## config.mk

```make
export PLATFORM = sky130hd
export DESIGN_NAME = bcd_decimal_scanner
export DESIGN_NICKNAME = d
export VERILOG_FILES = /design/src/rtl/bcd_pkg.sv /design/src/rtl/bcd_onehot_dec.sv /design/src/rtl/bcd_decimal_scanner.sv
export SDC_FILE = /design/constraint.sdc
export NUM_CORES = 1
export LEC_CHECK = 0
export CORE_MARGIN = 4
export CORE_UTILIZATION = 57
export CTS_CLUSTER_DIAMETER = 150
export DETAILED_ROUTE_END_ITERATION = 8
export PLACE_DENSITY = 0.84
export SLEW_MARGIN = 40
export SYNTH_ARGS = -nofsm -noshare
export SYNTH_HDL_FRONTEND = slang
export SYNTH_HIERARCHICAL = 1
export SYNTH_SLANG_ARGS = --single-unit
```

## constraint.sdc

```tcl
create_clock -name Clk -period 6.5 [get_ports Clk]
set_input_delay 1.3 -clock Clk [delete_from_list [all_inputs] [get_ports Clk]]
set_output_delay 1.3 -clock Clk [all_outputs]
set_load 0.01 [all_outputs]
```

## src/rtl/bcd_pkg.sv

```systemverilog
// Shared types, constants and the digit decode helper for the BCD scanner.
package bcd_pkg;

    localparam int BCD_W = 4;
    localparam int DEC_W = 10;

    localparam logic [DEC_W-1:0] DEC_ALL_ONES = 10'h3FF;
    localparam logic [DEC_W-1:0] DEC_BLANK    = 10'h000;

    typedef enum logic {
        INV_ONES  = 1'b0,
        INV_ZEROS = 1'b1
    } inv_mode_e;

    function automatic logic [DEC_W-1:0] bcd_onehot(
        input logic [BCD_W-1:0] d,
        input inv_mode_e        mode
    );
        if (d > 4'd9) begin
            return (mode == INV_ZEROS) ? DEC_BLANK : DEC_ALL_ONES;
        end
        return DEC_W'(1) << d;
    endfunction

endpackage

```

## src/rtl/bcd_onehot_dec.sv

```systemverilog
// Single-digit BCD to one-hot decimal decoder with invalid-code flag.
module bcd_onehot_dec
    import bcd_pkg::*;
#(
    parameter int INVALID_MODE = 0
) (
    input  logic [BCD_W-1:0] digit,
    output logic [DEC_W-1:0] code,
    output logic             invalid
);

    localparam inv_mode_e MODE = (INVALID_MODE != 0) ? INV_ZEROS : INV_ONES;

    assign code    = bcd_onehot(digit, MODE);
    assign invalid = (digit > 4'd9);

endmodule

```

## src/rtl/bcd_decimal_scanner.sv

```systemverilog
// Time-multiplexed BCD display driver: shadow-buffered word, per-digit dwell
// scan, registered one-hot decimal code and digit select.
module bcd_decimal_scanner
    import bcd_pkg::*;
#(
    parameter  int NUM_DIGITS   = 4,
    parameter  int DWELL_CYCLES = 4,
    parameter  int INVALID_MODE = 0,
    localparam int IDX_W        = (NUM_DIGITS > 1) ? $clog2(NUM_DIGITS) : 1
) (
    input  logic                        Clk,
    input  logic                        ResetN,
    input  logic                        Enable,
    input  logic                        LoadValid,
    output logic                        LoadReady,
    input  logic [BCD_W*NUM_DIGITS-1:0] BCDIn,
    input  logic                        ErrClr,
    output logic [DEC_W-1:0]            DECOut,
    output logic [NUM_DIGITS-1:0]       DigitSel,
    output logic [IDX_W-1:0]            DigitIdx,
    output logic                        FrameDone,
    output logic                        InvalidDigit,
    output logic                        ErrSticky
);

    localparam int WORD_W = BCD_W * NUM_DIGITS;
    localparam int DW_W   = (DWELL_CYCLES > 1) ? $clog2(DWELL_CYCLES) : 1;

    logic [WORD_W-1:0] shadow;
    logic [WORD_W-1:0] display_reg;
    logic [WORD_W-1:0] src_word;
    logic              shadow_vld;
    logic [IDX_W-1:0]  idx;
    logic [DW_W-1:0]   dwell;
    logic              accept;
    logic              transfer;
    logic              last_dwell;
    logic              last_digit;
    logic [BCD_W-1:0]  cur_digit;
    logic [DEC_W-1:0]  cur_code;
    logic              cur_inv;

    assign LoadReady  = ~shadow_vld;
    assign accept     = LoadValid & ~shadow_vld;
    assign transfer   = shadow_vld & (FrameDone | ~Enable);
    assign last_dwell = (dwell == DW_W'(DWELL_CYCLES - 1));
    assign last_digit = (idx == IDX_W'(NUM_DIGITS - 1));

    // The first digit of a new frame is latched on the same edge as the
    // shadow transfer, so decode from the incoming word on that edge.
    assign src_word  = transfer ? shadow : display_reg;
    assign cur_digit = src_word[idx*BCD_W +: BCD_W];

    bcd_onehot_dec #(
        .INVALID_MODE(INVALID_MODE)
    ) u_dec (
        .digit  (cur_digit),
        .code   (cur_code),
        .invalid(cur_inv)
    );

    always_ff @(posedge Clk or negedge ResetN) begin
        if (!ResetN) begin
            shadow      <= '0;
            shadow_vld  <= 1'b0;
            display_reg <= '0;
        end else begin
            if (transfer) begin
                display_reg <= shadow;
                shadow_vld  <= 1'b0;
            end
            if (accept) begin
                shadow     <= BCDIn;
                shadow_vld <= 1'b1;
            end
        end
    end

    always_ff @(posedge Clk or negedge ResetN) begin
        if (!ResetN) begin
            idx          <= '0;
            dwell        <= '0;
            DECOut       <= DEC_BLANK;
            DigitSel     <= '0;
            DigitIdx     <= '0;
            FrameDone    <= 1'b0;
            InvalidDigit <= 1'b0;
        end else if (!Enable) begin
            idx          <= '0;
            dwell        <= '0;
            DECOut       <= DEC_BLANK;
            DigitSel     <= '0;
            DigitIdx     <= '0;
            FrameDone    <= 1'b0;
            InvalidDigit <= 1'b0;
        end else begin
            DECOut       <= cur_code;
            DigitSel     <= NUM_DIGITS'(1) << idx;
            DigitIdx     <= idx;
            FrameDone    <= last_digit & last_dwell;
            InvalidDigit <= cur_inv;
            if (last_dwell) begin
                dwell <= '0;
                idx   <= last_digit ? '0 : idx + IDX_W'(1);
            end else begin
                dwell <= dwell + DW_W'(1);
            end
        end
    end

    // Rises together with InvalidDigit; a clear during a displayed
    // invalid digit loses against the set.
    always_ff @(posedge Clk or negedge ResetN) begin
        if (!ResetN) begin
            ErrSticky <= 1'b0;
        end else begin
            ErrSticky <= (Enable & cur_inv) | InvalidDigit
                       | (ErrSticky & ~ErrClr);
        end
    end

endmodule

```

Word-level counts from Yosys, hierarchy flattened
Index checks and enable logic that the tools add are counted.
{ "totals": {"register_bits": 56, "memories": 0, "latch_bits": 0, "mem_bits_ro": 0, "ram_bits": 0, "output_inout_bits": 20} }
{ "op_classes": {"n_shift": 3, "n_bitwise": 11, "mul": 0, "addsub": 2, "n_reduce_logical": 1, "div_mod_pow": 0, "muxes": 16, "eq_ne": 3, "order_cmp": 1} }
{ "ops": {"columns": ["operator", "count"], "rows": [
  ["two-way mux 10 bit", 3],
  ["two-way mux 16 bit", 1],
  ["indexed part select 16 x 5 -> 4 bit", 1],
  ["two-way mux 2 bit", 6],
  ["left shift 1 x 4 -> 10 bit, first input constant", 1],
  ["bitwise AND 1 bit", 5],
  ["two-way mux 1 bit", 5],
  ["adder 2 x 1 -> 2 bit, second input constant", 2],
  ["equality test 2 bit, second input constant", 2],
  ["greater-than comparator 4 bit, second input constant", 1],
  ["two-way mux 4 bit", 1],
  ["left shift 1 x 2 -> 4 bit, first input constant", 1],
  ["inverter 1 bit", 3],
  ["bitwise OR 1 bit", 3],
  ["inequality test 2 x 1 -> 1 bit, second input constant", 1],
  ["nonzero test 2 bit", 1]
]} }

Logic depth before layout (Yosys ltp)
{ "logic_depth": {"depth_word": 9, "mapped_depth": 8} }

Hierarchy
Netlist, hierarchy kept.
{ "modules_own_cells": {"columns": ["mod", "cells_each", "area_each_um2", "n_inst", "seq_area_each_um2"], "rows": [
  ["bcd_decimal_scanner", 155, 2389.8, 1, 1401.3],
  ["bcd_onehot_dec", 23, 123.9, 1, 0.0]
]} }

Least setup slack after synthesis
Ideal clock, no wire load.
{ "synth_path": {"kind": "input-to-reg", "start": "in Enable", "end": "reg ErrSticky", "t_arrival_ps": 3043, "slack_ps": 3334, "setup_ps": 124, "required_time_ps": 6376, "stages": 7, "path_buffers": 0, "path_cell_list": "inv_2 o21a_2 mux4_2 o21ai_0 inv_1 and2_1 a211o_1"} }
{ "synth_via": {"elab_chain_cells": 9} }
{ "synth_rtl": {"columns": ["element", "line", "text"], "rows": [
  ["start: declaration", "bcd_decimal_scanner.sv:13", "input logic Enable,"],
  ["inverter 1 bit", "bcd_decimal_scanner.sv:45", "assign transfer = shadow_vld & (FrameDone | ~Enable);"],
  ["bitwise OR 1 bit", "bcd_decimal_scanner.sv:45", null],
  ["bitwise AND 1 bit", "bcd_decimal_scanner.sv:45", null],
  ["two-way mux 16 bit", null, null],
  ["indexed part select 16 x 5 -> 4 bit", "bcd_decimal_scanner.sv:52", "assign cur_digit = src_word[idx*BCD_W +: BCD_W];"],
  ["named net cur_digit[2]", "bcd_decimal_scanner.sv:39", "logic [BCD_W-1:0] cur_digit;"],
  ["greater-than comparator 4 bit", "bcd_onehot_dec.sv:15", "assign invalid = (digit > 4'd9);"],
  ["named net cur_inv", "bcd_decimal_scanner.sv:41", "logic cur_inv;"],
  ["bitwise AND 1 bit", "bcd_decimal_scanner.sv:117", "ErrSticky <= (Enable & cur_inv) | InvalidDigit"],
  ["bitwise OR 1 bit", "bcd_decimal_scanner.sv:117", null],
  ["bitwise OR 1 bit", "bcd_decimal_scanner.sv:118", "| (ErrSticky & ~ErrClr);"],
  ["end signal: assignment", "bcd_decimal_scanner.sv:117", null],
  ["end: declaration", "bcd_decimal_scanner.sv:23", "output logic ErrSticky"]
]} }
The timed path passes the listed nets, and every way through them passes these cells.
A chain may end at the register's enable or synchronous reset.

Final worst setup path
Ends and elaborated chain as after synthesis.

==> results.py <==
metrics = {
    "status": {
        "status": "completed",
    },
    "yosys": {
        "synthSimpleGateAreaFrac_pct": 9.159,
        "synth_nets": 204,
        "synth_fa_ha_area_share_pct": 2.489,
        "synth.most_common_cell": "dfrtp_1",
        "synth-edff-count": 0,
        "synth_compound_area_share_pct": 2.539,
        "yosysTopAreaCell": "dfrtp_1",
        "ys_ff_latch": 56,
        "synthMuxAreaShare_pct": 26.93,
        "ys_seq_area_share_pct": 55.75,
        "synth_top_family_by_area": "multiplexers",
        "yosys-top-cells-count": "dfrtp_1 (56), mux2_2 (40), and2_1 (16)",
        "async_flop_share_pct": 100.0,
        "synth_warnings": 6,
        "avgSynthCellArea_sq_um": 14.12,
        "synthFlopType": "dfrtp_1",
        "yosysUniqueCellTypes": 32,
        "yosys-top-cells-area": "dfrtp_1 (56%), mux2_2 (18%), mux2_4 (4.2%)",
        "synth_xor_area_share_pct": 0,
        "synth.top_cell.area_share_pct": 55.75,
        "synthesis.instances": 178,
        "synth_area_sq_mm": 0.002514,
    },
    "timing": {
        "timing.final.ws_setup_ns": 2.694,
        "setup_viol": 0,
        "worst_pin_slew_ns": 0.6657,
        "slew_headroom_pct": 55.62,
        "skew_ns": 0.009445,
        "slew_violations": 0,
        "rsz0062_at_grt": "no",
        "hold_viol": 0,
        "fmaxAchievable_mhz": 262.7,
        "period_needed_ns": 3.806,
        "setup_tns_ns": 0,
        "fin_hold_ws_ns": 0.4538,
        "post-route-period-util_pct": 58.56,
    },
    "global_route": {
        "antenna_found_initial": 0,
        "track_usage_pct": 17.85,
        "grt_pass1_wl_mm": 7.376,
        "grt_pass1_vias": 1528,
        "grt_max_degree": 57,
        "overflow": 0,
    },
    "setup_path": {
        "worstSetupPathType": "input pin to flop",
        "critical_path.endpoint_type": "flop",
        "startpoint_type": "input pin",
        "cp_max_fo": 18,
        "cp.required_ns": 6.70,
        "critical_path_arrival_ns": 4.00,
    },
    "run": {
        "maxCapViolations": 0,
    },
    "die": {
        "initial_core_util_pct": 60.66,
        "fp-row-count": 23,
        "coreArea_sq_mm": 0.004144,
        "num_io_pins": 41,
        "die_w_um": 74.41,
        "fp.dieH_um": 74.41,
        "dieArea_sq_mm": 0.005536,
    },
    "routing": {
        "wl_mm": 4.432,
        "drc": 0,
        "ant_nets": 0,
        "vias": 1484,
        "drt_iter0_drc": 92,
        "vias_per_cell": 5.476,
        "post_drt_wl_per_cell_um": 16.35,
        "first_pass_iters": 4,
    },
    "power_and_ir_drop": {
        "switching_share_pct": 28.05,
        "vdd.ir_drop.worst_mv": 0.1938,
        "p_leak_nw": 1.333,
        "total_power_mw": 1.078,
        "power_frac_clock_pct": 20.8,
        "p_int_mw": 0.7757,
        "p_sw_mw": 0.3024,
        "p_per_area_mw_per_mm2": 354.5,
        "seqPwrFrac_pct": 46.8,
        "p_comb_share_pct": 32.4,
    },
    "layout": {
        "syn2layout_area_growth_pct": 21.01,
        "final_util_pct": 73.40,
        "layout-drive-gt1-share_pct": 30.77,
        "antenna_cells": 0,
        "nNetsFinal": 246,
    },
    "placement": {
        "numPortBuffers": 40,
        "dp_slack_ns": 2.351,
        "gp_congestion": 0.8259,
        "dp_hpwl_mm": 3.220,
    },
    "clock_tree": {
        "ctsLongestPathBuffers": 2,
        "cts_tree": "yes",
        "h-tree-depth": 2,
        "cts_setup_buffers": 0,
        "cts_made_buffers": 5,
        "cts_resized": 0,
        "hold_buffers": 0,
        "clk_latency_ns": 0.31,
        "cts_num_sinks": 56,
        "clk_pin_slew_ns": 0.10,
        "cts_root_buf": "clkbuf_8",
    },
    "hold_path": {
        "hold_path.class": "flop to flop",
    },
}
-- critical path: stages --
cell             delay, ns
clkdlybuf4s50_1       0.63
inv_2                 0.25
o21a_2                0.26
mux4_2                0.60
o21ai_0               0.44
inv_1                 0.07
and2_1                0.18
a211o_1               0.27
-- placed cells by master, fill, tap and decap left out, drive strengths merged, types with 4 or more instances in the layout --
cell type | Yosys | layout
clkdlybuf4s50 | 0 | 39
mux4 | 4 | 4
clkbuf | 1 | 5
a21oi | 5 | 5
mux2 | 48 | 48
ha | 5 | 5
nand2 | 4 | 4
dfrtp | 56 | 56
and2 | 16 | 16
inv | 7 | 7
nor2 | 9 | 9
-- area by class of cell --
cell class	instances	area (sq um)
Clock buffer	5	68.82
Clock inverter	3	42.54
Fill cell	267	1102
Inverter	7	26.28
Multi-Input combinational cell	109	1033
Sequential cell	56	1403
Tap cell	50	62.56
Timing Repair Buffer	41	405.4
-- metrics by stage --
stage / cells / area (sq um)
finish: 271 / 3042
global route: 271 / 3042
CTS: 271 / 3042
detailed placement: 263 / 2930
global placement: 263 / 2927
floorplan: 178 / 2514
-- cell families after synthesis --
logic type	after synthesis
buffers and inverters	13
flip-flops	56
multiplexers	54
AND/OR/NAND/NOR	41
AO/OA/AOI/OAI	9
adder cells (fa/ha/maj)	5
-- power groups by stage --
stage	Clock [mW]	Combinational [mW]	Sequential [mW]
2_1_floorplan	0	0.224	0.507
3_3_place_gp	0	0.337	0.501
3_5_place_dp	0	0.352	0.513
4_1_cts	0.229	0.354	0.506
5_1_grt	0.242	0.386	0.516
6_report	0.224	0.350	0.504
-- metal layers --
layer	global-route usage (%)	up-vias	wire, um
li1	-	694	-
met1	22.19	738	1832
met2	31.32	47	2280
met3	3.784	5	261
met4	5.336	0	58
met5	0	-	0
-- worst paths after layout --
kind,from,slack [ns],cells past startpoint,endpoint
worst max-delay path,Enable,2.69,8,ErrSticky$_DFF_PN0_
worst min-delay path,dwell[0]$_DFF_PN0_,0.45,1,dwell[0]$_DFF_PN0_
worst max register to register,idx[0]$_DFFE_PN0P_,3.76,6,ErrSticky$_DFF_PN0_
worst min register to register,dwell[0]$_DFF_PN0_,0.45,1,dwell[0]$_DFF_PN0_
max in group asynchronous,ResetN,5.01,1,idx[0]$_DFFE_PN0P_
min in group asynchronous,ResetN,1.02,1,DigitSel[0]$_DFF_PN0_
No activity file was read; power rests on OpenSTA's default activity.
